## src/rtl/arb_pkg.sv

```systemverilog
// Shared types and default parameters for the arbiter requester client.
package arb_pkg;

  typedef enum logic [1:0] {
    IDLE = 2'd0,
    ARB  = 2'd1,
    XFER = 2'd2,
    DONE = 2'd3
  } arb_req_state_t;

  localparam int ARB_LEN_W        = 8;
  localparam int ARB_STARVE_LIMIT = 255;
  localparam int ARB_STARVE_W     = 8;
  localparam int ARB_PCNT_W       = 8;

endpackage

```

## src/rtl/arb_sat_cnt.sv

```systemverilog
// Up-counter that sticks at MAX; clr wins over inc.
module arb_sat_cnt #(
  parameter int WIDTH = 8,
  parameter int MAX   = 255
) (
  input  logic             clk,
  input  logic             rst_n,
  input  logic             inc,
  input  logic             clr,
  output logic [WIDTH-1:0] cnt
);

  localparam logic [WIDTH-1:0] MAX_V = WIDTH'(MAX);

  always_ff @(posedge clk or negedge rst_n) begin
    if (!rst_n) begin
      cnt <= '0;
    end else if (clr) begin
      cnt <= '0;
    end else if (inc && (cnt != MAX_V)) begin
      cnt <= cnt + 1'b1;
    end
  end

endmodule

```

## src/rtl/arb_requester.sv

```systemverilog
// Requester-side client for a fixed-priority arbiter port: requests, counts
// granted beats, rides out preemption and flags starvation.
//
//   state | meaning
//   IDLE  | cmd_ready high, waiting for a burst command
//   ARB   | requesting, no grant yet (first granted beat may fire here)
//   XFER  | granted, beats flowing
//   DONE  | one-cycle done pulse
module arb_requester
  import arb_pkg::*;
#(
  parameter int LEN_W        = ARB_LEN_W,
  parameter int STARVE_LIMIT = ARB_STARVE_LIMIT,
  parameter int STARVE_W     = ARB_STARVE_W,
  parameter int PCNT_W       = ARB_PCNT_W
) (
  input  logic              clk,
  input  logic              rst_n,
  input  logic              cmd_valid,
  output logic              cmd_ready,
  input  logic [LEN_W-1:0]  cmd_len,
  output logic              req,
  input  logic              grant,
  output logic              beat_valid,
  output logic [LEN_W-1:0]  beat_idx,
  output logic              beat_last,
  output logic              done,
  output logic [PCNT_W-1:0] preempt_cnt,
  output logic              starve
);

  arb_req_state_t state, state_nxt;
  logic [LEN_W-1:0]    remaining;
  logic [STARVE_W-1:0] wait_cnt;
  logic busy, last, accept;

  assign busy   = (state == ARB) || (state == XFER);
  assign last   = (remaining == LEN_W'(1));
  assign accept = (state == IDLE) && cmd_valid;

  always_ff @(posedge clk or negedge rst_n) begin
    if (!rst_n) state <= IDLE;
    else        state <= state_nxt;
  end

  // A granted last beat ends the burst from ARB as well as XFER (1-beat case).
  always_comb begin
    state_nxt = state;
    case (state)
      IDLE: if (cmd_valid) state_nxt = (cmd_len == '0) ? DONE : ARB;
      ARB:  if (grant)     state_nxt = last ? DONE : XFER;
      XFER: begin
        if (!grant)    state_nxt = ARB;
        else if (last) state_nxt = DONE;
      end
      DONE:    state_nxt = IDLE;
      default: state_nxt = IDLE;
    endcase
  end

  // req drops during the last beat so the arbiter does not grant a dead cycle.
  always_comb begin
    cmd_ready  = (state == IDLE);
    req        = busy && !(grant && last);
    beat_valid = busy && grant;
    beat_last  = busy && grant && last;
    done       = (state == DONE);
  end

  always_ff @(posedge clk or negedge rst_n) begin
    if (!rst_n) begin
      remaining <= '0;
      beat_idx  <= '0;
    end else if (accept) begin
      remaining <= cmd_len;
      beat_idx  <= '0;
    end else if (beat_valid) begin
      remaining <= remaining - 1'b1;
      beat_idx  <= beat_idx + 1'b1;
    end
  end

  arb_sat_cnt #(
    .WIDTH (PCNT_W),
    .MAX   ((1 << PCNT_W) - 1)
  ) u_preempt_cnt (
    .clk   (clk),
    .rst_n (rst_n),
    .inc   ((state == XFER) && !grant),
    .clr   (accept),
    .cnt   (preempt_cnt)
  );

  arb_sat_cnt #(
    .WIDTH (STARVE_W),
    .MAX   (STARVE_LIMIT)
  ) u_starve_cnt (
    .clk   (clk),
    .rst_n (rst_n),
    .inc   ((state == ARB) && !grant),
    .clr   ((state == IDLE) || grant),
    .cnt   (wait_cnt)
  );

  assign starve = (wait_cnt >= STARVE_W'(STARVE_LIMIT));

endmodule

```

## config.mk

```make
export PLATFORM = sky130hd
export DESIGN_NAME = arb_requester
export DESIGN_NICKNAME = d
export VERILOG_FILES = /design/src/rtl/arb_pkg.sv /design/src/rtl/arb_sat_cnt.sv /design/src/rtl/arb_requester.sv
export SDC_FILE = /design/constraint.sdc
export NUM_CORES = 1
export LEC_CHECK = 0
export CELL_PAD_IN_SITES_DETAIL_PLACEMENT = 2
export CELL_PAD_IN_SITES_GLOBAL_PLACEMENT = 2
export CORE_UTILIZATION = 32
export CTS_CLUSTER_SIZE = 25
export DETAILED_ROUTE_END_ITERATION = 8
export PLACE_DENSITY = 0.85
export REMOVE_ABC_BUFFERS = 1
export SLEW_MARGIN = 15
export SYNTH_ARGS = -nofsm -noshare
export SYNTH_HDL_FRONTEND = slang
export SYNTH_SLANG_ARGS = --single-unit
```

## constraint.sdc

```tcl
create_clock -name clk -period 2.12 [get_ports clk]
set_input_delay 0.424 -clock clk [delete_from_list [all_inputs] [get_ports clk]]
set_output_delay 0.424 -clock clk [all_outputs]
set_load 0.005 [all_outputs]
```

==> metrics.md, run 1 <==
| Metric | Value |
|---|---|
| Outcome | complete, no violations |
| Setup tns final | 0 ps |
| Warnings from Yosys | 0 |
| Worst skew pair latency | about 300 ps |
| Finished Core Util | 0.456 |
| Root Buffer | clkbuf_8 |
| Power Dens Cells | around 1200 mW/mm2 |
| Setup WS pre-CTS | -157 ps |
| CORE AREA | just under 0.006 mm2 |
| CP Depth | 4 |
| Reg area | about 850 um2 |
| DRC | 0 |
| Clock sinks | 34 |
| Ant. Diodes | 0 |
| Vias/cell | between 5 and 6 |
| Final hold vios | 0 |
| DRT iter0 DRCs | between 60 and 70 |
| Lkg Pwr | between 1 and 1.5 nW |
| Final Critical Period | between 2000 and 2500 ps |
| Worst VDD drop | 0.519 mV |
| Post-route ant nets | 0 |
| Part of the Yosys area used for sequential elements | 0.438 |
| Die Wd | between 70 and 80 um |
| Crit-path leading delay family | buffers and inverters |
| Vias | ~1.8k |
| Inserted Clock Buffers | 5 |
| Final WL | between 6000 and 7000 um |
| Post-synth top area cell | dfrtp_1 |
| Cells after Synth | 204 |
| Critical Path Sink Type | primary output |
| Critical Path Start Type | flip-flop |
| Critical setup path kind | flip-flop to primary output |
| Post-synth top flop | dfrtp_1 |
| Slew HR | 0.690 |
| Critical path data arrival time | around 1600 ps |
| Slowest cell on the critical path | clkdlybuf4s50_1 |
| Final period utilization | 0.959 |
| Largest net degree at the start of global routing | 35 |
| Synth unique cells | a little over 40 |
| Site row count | 28 |
| Fmax | 0.492 GHz |
| Reg-to-reg slack, setup | 250 ps |
| Number of nets in the layout | between 200 and 300 |
| Mapped cell area | a little under 0.002 mm2 |
| Top-count cell post-synth | dfrtp_1 |
| Layout area overhead | 38.1% |
| Final setup margin | slightly below 90 ps |
| H-tree depth | 2 |
| Mean Syn Cell Area | 9.53 um2 |
| DR pass1 iterations | 4 |
| HPWL Detailed | approximately 4300 um |
| Share of cells above drive strength 1 | 0.192 |
| Area contributors post-synth | dfrtp_1 (44%), xor2_1 (6.3%), ha_1 (5.8%) |
| Asr flop ratio synth | 1.00 |
| Vias in the first global route | ~2.1k |
| Total track usage | 0.212 |
| Max Slew Vio Count | 0 |
| Post-synth top area share | 0.438 |
| Die height | about 80 um |
| Die ar. | approximately 0.0064 mm2 |
| Max Root-Sink Buffers | 2 |
| Final Skew | 8.77 ps |
| Initial Util | 0.330 |
| Total global routing overflow | 0 |
| MaxCap Viol Count | 0 |
| Clock-pin slew on the worst setup and hold paths | approximately 80 ps |
| Post-synth top cells | dfrtp_1 (34), nor2_1 (24), nand2_1 (19) |
| TritonCTS clock tree | done |
| Antenna violations before repair | 0 |
| FF-to-FF Start | state[1]$_DFFE_PN0P_ |
| Worst Path Required | between 1500 and 2000 ps |
| R2R Path End | u_preempt_cnt.cnt[5]$_DFFE_PN0P_ |
| GP Congestion | 0.763 |
| I/O pin count | 34 |
| Seq cells post-synth | 34 |
| Layout fillers | between 600 and 700 |
| Hold_buf cts | 0 |
| Worst-margin pin slew | 465 ps |
| First-pass GRT wire length | about 10000 um |
| Drt wl/cell | approximately 18 um |
| Multi-input combinational cell area | 0.00108 mm2 |
| Worst min path class | input port to asynchronous set/reset pin |
| Worst-path maximum fanout | 6 |
| Port bufs | 33 |
| Final setup violation count | 0 |
| Critical-path cell list | ha_4 -> nand3_4 -> nor2_2 -> clkdlybuf4s50_1 |
| Worst path bufs/invs | 1 |
| RSZ-0062 raised after global routing | no |
| Worst path max stage delay | around 500 ps |
| Worst reg2reg path depth | 7 |
| EDFF count, synth | 0 |
-- placed cells by master (no fill, tap or decap), types with 3 or more instances in the layout --
cell type and count:
a21oi_1 8, a31oi_1 5, and3_1 6, buf_4 26
clkbuf_8 5, clkdlybuf4s50_1 29, dfrtp_1 33, dlygate4sd2_1 3
ha_1 7, inv_1 4, inv_2 3, nand2_1 18
nand3_1 5, nand4_1 7, nand4b_1 4, nor2_1 23
nor4_1 4, o211ai_1 3, o21ai_0 14, xnor2_1 5
xor2_1 14
-- power by group --
group,switching [W],leakage (nW),internal (W)
logic,0.000756,0.670,0.000753
registers,0.000166,0.450,0.000806
clock network,0.000277,0.0504,0.000350
-- timing repair --
action	CTS	global route
hold endpoints to repair	0	0
setup endpoints to repair	5	3
pin swaps	4	3
cloned	0	0
buffers inserted	8	1
gates resized for setup	13	5
-- per-stage QoR --
step                      cells  cell area, um2  hold WS (ps)  total power (W)
after detailed placement    323            2470           543          0.00231
final                       340            2680           550          0.00311
after floorplan             198            1910           128          0.00166
after CTS                   339            2660           561          0.00310
after global placement      323            2470           522          0.00222
after global routing        340            2680           602          0.00331
-- worst max path at each step --
stage | from | end | slack, ps
2_1_floorplan | state[0]$_DFFE_PN0P_ | beat_last | 350
4_1_cts | u_starve_cnt.cnt[0]$_DFFE_PN0P_ | starve | 7
6_report | u_starve_cnt.cnt[0]$_DFFE_PN0P_ | starve | 90
5_1_grt | u_starve_cnt.cnt[0]$_DFFE_PN0P_ | starve | 10
3_3_place_gp | grant | req | -150
3_5_place_dp | grant | req | -160
-- logic make-up (layout without fill, tap and decap cells) --
family | Yosys count | after routing | synth area share
compound gates | 38 | 38 | 0.122
xor+xnor | 19 | 19 | 0.0856
fa+ha+maj | 9 | 9 | 0.0580
buf+inv | 13 | 74 | 0.0283
flops | 34 | 34 | 0.438
mux | 3 | 3 | 0.0180
simple gates | 88 | 88 | 0.250
-- flip-flops by register name, summed over array words and instances (netlist names) --
register           flops
state                  2
u_starve_cnt.cnt       8
remaining              8
beat_idx               8
u_preempt_cnt.cnt      8
-- metal layers --
metal / GRT usage / share of wire
met1: 0.241 / 0.43
met2: 0.391 / 0.53
met3: 0.0434 / 0.028
met4: 0.0750 / 0.014
met5: 0 / 0
-- cell type report --
type | count | share of cell area
Clock buffer | 5 | 0.0257
Clock inverter | 3 | 0.0168
Inverter | 7 | 0.00979
Multi-Input combinational cell | 157 | 0.403
Sequential cell | 34 | 0.318
Tap cell | 75 | 0.0350
Timing Repair Buffer | 59 | 0.193
No activity file was read; power rests on OpenSTA's default activity.
==> run 2: changes to the inputs <==
SKIP_LAST_GASP = 1   (was default)
==> metrics.md, run 2 (synthesis results as in run 1) <==
| Metric | Value |
|---|---|
| Die height | 79.9 um (unchanged) |
| Power Dens Cells | 1160 mW/mm2 (about the same) |
| Clock-pin slew on the worst setup and hold paths | 80 ps (about the same) |
| MaxCap Viol Count | 0 (unchanged) |
| DRC | 0 (unchanged) |
| Vias | 1789 (unchanged) |
| Global routing usage on met2 | 0.391 (unchanged) |
| I/O pin count | 34 (unchanged) |
| Share of cells above drive strength 1 | 0.192 (unchanged) |
| Ant. Diodes | 0 (unchanged) |
| Met1 global-route usage | 0.241 (unchanged) |
| Worst VDD drop | 0.519 mV (about the same) |
| DR pass1 iterations | 4 (unchanged) |
| Critical Path Sink Type | primary output |
| Slowest cell on the critical path | clkdlybuf4s50_1 |
| CORE AREA | 0.00589 mm2 (unchanged) |
| Most used routing layer | met2 |
| RSZ-0062 raised after global routing | yes |
| Die Wd | 79.9 um (unchanged) |
| Worst path bufs/invs | 1 (unchanged) |
| TritonCTS clock tree | done |
| Commonest non-fill, non-tap cells in the layout | dfrtp_1 (33), clkdlybuf4s50_1 (29), buf_4 (26) |
| Layout area overhead | 38.1% (unchanged) |
| Layout fillers | 656 (unchanged) |
| Worst Path Required | 1700 ps (about the same) |
| Total track usage | 0.212 (unchanged) |
| Setup WS pre-CTS | -157 ps (unchanged) |
| Antenna violations before repair | 0 (unchanged) |
| Largest net degree at the start of global routing | 35 (unchanged) |
| Clock sinks | 34 (unchanged) |
| Lkg Pwr | 1.17 nW (unchanged) |
| Met3 usage | 0.0434 (unchanged) |
| Initial Util | 0.330 (unchanged) |
| Worst-margin pin slew | 465 ps (unchanged) |
| Fmax | 0.489 GHz (-0.64%) |
| Worst-path maximum fanout | 6 (unchanged) |
| Root Buffer | clkbuf_8 |
| Critical path data arrival time | 1620 ps (about the same) |
| Final setup violation count | 0 (unchanged) |
| Vias in the first global route | 2084 (unchanged) |
| FF-to-FF Start | state[1]$_DFFE_PN0P_ |
| Total global routing overflow | 0 (unchanged) |
| Outcome | complete, no violations |
| Max Slew Vio Count | 0 (unchanged) |
| Reg-to-reg slack, setup | 250 ps (about the same) |
| Final cell count without fillers | 340 (unchanged) |
| Final period utilization | 0.965 (+0.00622) |
| Drt wl/cell | 18.1 um (unchanged) |
| Slew HR | 0.690 (unchanged) |
| Number of nets in the layout | 285 (unchanged) |
| Die ar. | 0.00639 mm2 (unchanged) |
| Vias/cell | 5.26 (unchanged) |
| Hold_buf cts | 0 (unchanged) |
| Max Root-Sink Buffers | 2 (unchanged) |
| Site row count | 28 (unchanged) |
| Worst min path class | input port to asynchronous set/reset pin |
| Final Critical Period | 2050 ps (+13.2 ps) |
| Commonest non-fill, non-tap cell in the layout | dfrtp_1 |
| Final setup margin | 74.8 ps (-13.2 ps) |
| DRT iter0 DRCs | 64 (+1.6%) |
| Port bufs | 33 (unchanged) |
| H-tree depth | 2 (unchanged) |
| Setup tns final | 0 ps (unchanged) |
| Critical Path Start Type | flip-flop |
| Worst skew pair latency | 300 ps (about the same) |
| Worst reg2reg path depth | 7 (unchanged) |
| Placed insts | 323 (unchanged) |
| GP Congestion | 0.763 (unchanged) |
| R2R Path End | u_preempt_cnt.cnt[5]$_DFFE_PN0P_ |
| Worst path max stage delay | 500 ps (about the same) |
| Inserted Clock Buffers | 5 (unchanged) |
| Post-route ant nets | 0 (unchanged) |
| Final Skew | 8.77 ps (unchanged) |
| Critical-path cell list | ha_4 -> nand3_4 -> nor2_2 -> clkdlybuf4s50_1 |
| HPWL Detailed | 4330 um (unchanged) |
| Critical setup path kind | flip-flop to primary output |
| First-pass GRT wire length | 10200 um (unchanged) |
| Final WL | 6150 um (unchanged) |
| Final hold vios | 0 (unchanged) |
| Crit-path leading delay family | buffers and inverters |
## run 2: routing by layer
metal	vias up	routed length, um
met1	899	2640
li1	849	-
met3	10	170
met4	0	89
met2	31	3260
met5	-	0
## run 2: worst reg2reg max path: stages (launching register included)
cell	delay [ps]
dfrtp_1	390
buf_4	120
buf_4	110
ha_1	230
and2b_1	170
nand3_1	120
or4_1	520
a21oi_1	150
## run 2: timing repair
item,4_1_cts,5_1_grt
setup endpoints to repair,5,3
gates cloned,0,0
setup buffers,8,1
resized for setup,13,5
pin swaps,4,2
hold endpoints to repair,0,0
## run 2: per-stage QoR
stage / utilization / total power (W) / hold WS (ps) / area, um2
final: 0.456 / 0.00311 / 550 / 2680
after global routing: 0.456 / 0.00331 / 602 / 2680
after CTS: 0.452 / 0.00310 / 561 / 2660
after detailed placement: 0.419 / 0.00231 / 543 / 2470
after global placement: 0.419 / 0.00222 / 522 / 2470
after floorplan: - / 0.00166 / 128 / 1910
## run 2: report_power, final
group	total [W]	switching, W	internal, W
clock	0.000627	0.000277	0.000350
sequential	0.000973	0.000167	0.000806
combinational	0.00151	0.000756	0.000753
total	0.00311	0.00120	0.00191
## run 2: worst max-delay path by stage
stage	slack [ps]	from	to	depth (start not counted)
after floorplan	350	state[0]$_DFFE_PN0P_	beat_last	5
after global placement	-150	grant	req	4
after detailed placement	-160	grant	req	4
after CTS	7	u_starve_cnt.cnt[0]$_DFFE_PN0P_	starve	4
after global routing	-3	u_starve_cnt.cnt[0]$_DFFE_PN0P_	starve	4
final	70	u_starve_cnt.cnt[0]$_DFFE_PN0P_	starve	4
## run 2: area by class of cell
cell class / count / area, um2 / area share
Tap cell: 75 / 93.8 / 0.0350
Sequential cell: 34 / 852 / 0.318
Multi-Input combinational cell: 157 / 1080 / 0.403
Clock buffer: 5 / 68.8 / 0.0257
Inverter: 7 / 26.3 / 0.00979
Timing Repair Buffer: 59 / 517 / 0.193
Clock inverter: 3 / 45.0 / 0.0168
